--- src/rtl/dmem_arbiter.sv ---
// dmem_arbiter: round-robin arbiter and clear sequencer for a single-port data memory.
// After reset it can zero-fill the whole memory before serving any requester.
// Requester 0 is the processor core and requester 1 is the test/debug loader.
// The grant is combinational, and the access executes in the same cycle.
// Read data comes back one cycle after the grant, on registered outputs.
//
// Ports:
//   Clk, Reset                      clock; synchronous active-high reset
//   Busy                            clear sweep in progress (no grants)
//   Req0/1, We0/1, Addr0/1, WData0/1  requester access (We=1 write, 0 read)
//   Gnt0/1                          combinational grant, access executes this cycle
//   RValid0/1, RData0/1             registered read return, one cycle after a read grant
//   MemWe, MemAddr, MemWData        memory command bus
//   MemRData                        combinational memory read data for MemAddr
module dmem_arbiter #(
  parameter int unsigned AW             = 8,
  parameter int unsigned DW             = 8,
  parameter bit          CLEAR_ON_RESET = 1'b1
) (
  input  logic          Clk,
  input  logic          Reset,
  output logic          Busy,
  input  logic          Req0,
  input  logic          We0,
  input  logic [AW-1:0] Addr0,
  input  logic [DW-1:0] WData0,
  input  logic          Req1,
  input  logic          We1,
  input  logic [AW-1:0] Addr1,
  input  logic [DW-1:0] WData1,
  output logic          Gnt0,
  output logic          Gnt1,
  output logic          RValid0,
  output logic          RValid1,
  output logic [DW-1:0] RData0,
  output logic [DW-1:0] RData1,
  output logic          MemWe,
  output logic [AW-1:0] MemAddr,
  output logic [DW-1:0] MemWData,
  input  logic [DW-1:0] MemRData
);

  localparam logic [AW-1:0] LAST_ADDR = {AW{1'b1}};

  typedef enum logic {CLEAR, ARB} state_t;

  state_t        state, state_nxt;
  logic [AW-1:0] cnt, cnt_nxt;
  logic          last, last_nxt;   // index of the most recently granted port
  logic          rd0, rd1;

  assign rd0 = Gnt0 & ~We0;
  assign rd1 = Gnt1 & ~We1;

  // State, sweep counter, round-robin pointer and read-return registers
  always_ff @(posedge Clk) begin
    if (Reset) begin
      state   <= CLEAR_ON_RESET ? CLEAR : ARB;
      cnt     <= '0;
      last    <= 1'b1;
      RValid0 <= 1'b0;
      RValid1 <= 1'b0;
      RData0  <= '0;
      RData1  <= '0;
    end else begin
      state   <= state_nxt;
      cnt     <= cnt_nxt;
      last    <= last_nxt;
      RValid0 <= rd0;
      RValid1 <= rd1;
      if (rd0) RData0 <= MemRData;
      if (rd1) RData1 <= MemRData;
    end
  end

  // Next state, grant selection and memory bus mux
  always_comb begin
    state_nxt = state;
    cnt_nxt   = cnt;
    last_nxt  = last;
    Busy      = 1'b0;
    Gnt0      = 1'b0;
    Gnt1      = 1'b0;
    MemWe     = 1'b0;
    MemAddr   = '0;
    MemWData  = '0;

    case (state)
      CLEAR: begin
        Busy    = 1'b1;
        MemWe   = 1'b1;
        MemAddr = cnt;
        cnt_nxt = cnt + AW'(1);   // wraps to 0 on the final address
        if (cnt == LAST_ADDR) state_nxt = ARB;
      end
      ARB: begin
        // On a tie the port that was not served last wins
        if (Req0 && (!Req1 || last)) Gnt0 = 1'b1;
        else if (Req1)               Gnt1 = 1'b1;
      end
      default: state_nxt = CLEAR_ON_RESET ? CLEAR : ARB;
    endcase

    if (Reset) begin
      Gnt0 = 1'b0;
      Gnt1 = 1'b0;
    end

    if (Gnt0) begin
      MemWe    = We0;
      MemAddr  = Addr0;
      MemWData = WData0;
      last_nxt = 1'b0;
    end else if (Gnt1) begin
      MemWe    = We1;
      MemAddr  = Addr1;
      MemWData = WData1;
      last_nxt = 1'b1;
    end

    if (Reset) MemWe = 1'b0;
  end

endmodule

--- config.mk ---
export PLATFORM = sky130hd
export DESIGN_NAME = dmem_arbiter
export DESIGN_NICKNAME = d
export VERILOG_FILES = /design/src/rtl/dmem_arbiter.sv
export SDC_FILE = /design/constraint.sdc
export NUM_CORES = 1
export LEC_CHECK = 0
export ABC_AREA = 1
export BUFFER_PORTS_ARGS = -buffer_cell sky130_fd_sc_hd__buf_2
export CORE_MARGIN = 4
export CORE_UTILIZATION = 25
export DETAILED_ROUTE_END_ITERATION = 10
export HOLD_SLACK_MARGIN = 0.08
export PLACE_DENSITY = 0.56
export SLEW_MARGIN = 25
export SYNTH_ARGS = -nofsm -noshare
export SYNTH_HDL_FRONTEND = slang
export SYNTH_SLANG_ARGS = --single-unit
--- constraint.sdc ---
create_clock -name Clk -period 1.8 [get_ports Clk]
set_input_delay 0.18 -clock Clk [delete_from_list [all_inputs] [get_ports Clk]]
set_output_delay 0.18 -clock Clk [all_outputs]
set_load 0.01 [all_outputs]
==> summary.md <==
| Metric | Value |
|---|---|
| Max clock buf depth | `2` |
| Post-synth top flop | `dfxtp_1` |
| Worst-Skew Late Latency | `~270 ps` |
| Average wire per cell in the routed design | `11.02 um` |
| Final worst-path cycle share | `91.39%` |
| Port Buffer Count | `83` |
| CTS tree | `built` |
| Cts repair resizes | `0` |
| Die X | `82.47 um` |
| XOR/XNOR share of the synthesized area | `0%` |
| Number of synthesized flops with an enable pin | `0` |
| Pre-CTS setup slack | `345.2 ps` |
| RSZ-0062 raised after global routing | `false` |
| Worst-path clk slew | `100 ps` |
| Vias in the first global route | `1,339` |
| Compound-Gate Fraction of Synth Area | `11.73%` |
| DRC errors left | `0` |
| Final setup viols | `0` |
| Hold depth | `3` |
| Cell mode on critical path | `nand2_1` |
| Vias/cell | `4.163` |
| Area grow syn2layout | `38.45%` |
| Initial antenna violation count | `0` |
| WL met3 | `636 um` |
| Met2 WL | `1562 um` |
| Nets | `333` |
| Synthesized Nets | `247` |
| Floorplan core area | `5238 um2` |
| CTS buffer count | `3` |
| Largest net degree at the start of global routing | `18` |
| Detail Placement HPWL | `3031 um` |
| Post-Syn Area | `about 1400 um2` |
| Worst-path cell chain | `inv_1, nand2_1, nand3_2, nor2_2, buf_4, nand2_1, o211ai_1, buf_2` |
| Layout fillers | `579` |
| Main combinational cell family by area after synthesis | `simple AND/OR/NAND/NOR gates` |
| Hold Path Origin | `MemRData[7]` |
| Synth Instances | `200` |
| Worst slew pin tran | `221.7 ps` |
| Final Slew Violations | `0` |
| Clock sinks | `28` |
| Clock Skew | `around 4.2 ps` |
| Hold_buf cts | `0` |
| Share of layout cells above drive strength 1 | `37.19%` |
| CP max FO | `16` |
| Root buf cell | `clkbuf_8` |
| Worst r2r src | `cnt[0]` |
| Synth top cells by count | `nand2_1 (82), dfxtp_1 (28), o21ai_0 (20)` |
| Kind of critical path | `register to primary output` |
| Worst reg2reg path depth | `6` |
| Status | `completed` |
| Ranking of synthesized cells by area | `dfxtp_1 (40%), nand2_1 (22%), o21ai_0 (7.2%), inv_1 (5.1%), nand3_1 (2.9%)` |
| PwrDens | `between 500 and 600 nW/um2` |
| Post-synthesis async set-or-reset flop share | `0%` |
| Setup_tns | `0 ps` |
| Routability cong. | `0.7425` |
| Grt total ovfl | `0` |
| Most common cell in the synthesized netlist | `nand2_1` |
| YS warnings | `0` |
| Max Clk Rate | `~610 MHz` |
| Worst setup SP type | `register` |
| Crit. End Element | `primary output` |
| #FFs+latches synth | `28` |
| Hold crit path type | `input pin to register` |
| Sequential share of the synthesized area | `40.43%` |
| Worst EP required | `1620 ps` |
| Flop2flop setup slack | `~650 ps` |
| Worst Slack Setup Final | `155.0 ps` |
| Avg Synthesized Cell Area | `6.932 um2` |
| Die ar. | `6800 um2` |
| Post-Synth Adder-Cell Area | `0.9025%` |
| Core Rows | `26` |
| Inst Count DP | `351` |
| Fraction of synthesized area in multiplexers | `0%` |
| Setup Buffers After CTS | `0` |
| Worst Path Arrival | `1470 ps` |
| Top cell type's share of synthesized area | `40.43%` |
| Slowest stage cell, crit path | `dfxtp_1` |
| Fin util | `a little over a third` |
| Die Ht | `82.47 um` |
| Vias | `roughly 1,500` |
| Area of the multi-input gates | `680.7 um2` |
| First-pass GRT wire length | `5823 um` |
| Reg area | `between 500 and 600 um2` |
| Routed wire length | `3912 um` |
| Initial DRC Count | `34` |
| Max incr delay on CP | `320 ps` |
| Leak Pwr | `0.001019 uW` |
| DRT Pass-1 Iters | `4` |
| Period minus WS final | `1645 ps` |
| H-tree levels | `1` |
| Initial core utilization | `26.47%` |
| Cell taking the most area after synthesis | `dfxtp_1` |
| Top Layer Used | `met4` |
| Synth Area in Simple Gates | `36.46%` |
| Max_cap viols | `0` |
| Top-level port count | `84` |
| Total GRT Usage | `between 10% and 20%` |
| Met1 WL | `1695 um` |
| Post-DRT Antenna Nets | `0` |
| Worst vdd ir | `0.2386 mV` |
| R2r endpoint | `cnt[6]` |
| Slew HR | `roughly 85%` |
| Final hold violations | `0` |
| Synth unique cells | `26` |
| Hold Path Sink | `RData1[7]` |
| Post-Layout Cell Count | `355` |
| Antenna cells | `0` |
-- flip-flops by register name (all words and copies together), names as in the netlist --
name,flops
cnt,8
RValid0,1
RData0,8
state,1
last,1
RData1,8
RValid1,1
-- power by group --
group          switching [uW]  internal (uW)  total (uW)
clock                     194            196         390
sequential               5.56            625         630
combinational            48.3           51.3        99.6
-- logic make-up after synthesis --
group,count (synthesis)
flops,28
simple gates,113
compound gates,30
fa+ha+maj,1
buf+inv,28
-- worst max-delay path, delay by kind of cell, from the launching register on --
family	cells	cell delay, ps
AOI/OAI and AO/OA	1	70
and+or+nand+nor	4	400
DFF	1	320
buffers and inverters	3	410
-- layout make-up --
type / count / area share [%]
multi-input cells: 144 / 35.46
inverters: 21 / 4.237
flip-flops and latches: 28 / 29.27
repair buffers: 88 / 23.60
well taps: 70 / 4.563
clock buffers: 4 / 2.868
-- per-stage QoR --
step                hold WS [ps]  power (uW)  instance area, um2
finish                     115.9        1120                1919
global route               113.5        1174                1919
CTS                        111.4        1138                1918
detailed placement         399.5       746.0                1863
global placement           397.2       746.0                1863
floorplan                  271.8       674.9                1386
-- layer usage --
metal  track usage, %  vias up
li1                 -      795
met1            12.92      605
met2            18.75       76
met3            4.772        2
met4            2.990        0
met5                0        -
-- cell usage in the layout (no fill, tap or decap), types with 4 or more instances in the layout --
| cell | count |
|---|---|
| buf_2 | 83 |
| nand2_1 | 82 |
| dfxtp_1 | 27 |
| o21ai_0 | 20 |
| inv_1 | 19 |
| nor2_1 | 9 |
| nand3_1 | 8 |
| a21oi_1 | 5 |
| buf_4 | 5 |
| clkbuf_8 | 4 |
-- worst max path at each step --
stage	from	to	slack (ps)	cells past startpoint
after floorplan	state	MemAddr[6]	570	8
after global placement	state	MemAddr[7]	360	7
after detailed placement	state	MemAddr[7]	350	7
after CTS	state	MemAddr[7]	30	7
after global routing	last	MemAddr[7]	8	8
final	last	MemAddr[7]	150	8
(Power assumes the default switching activity.)
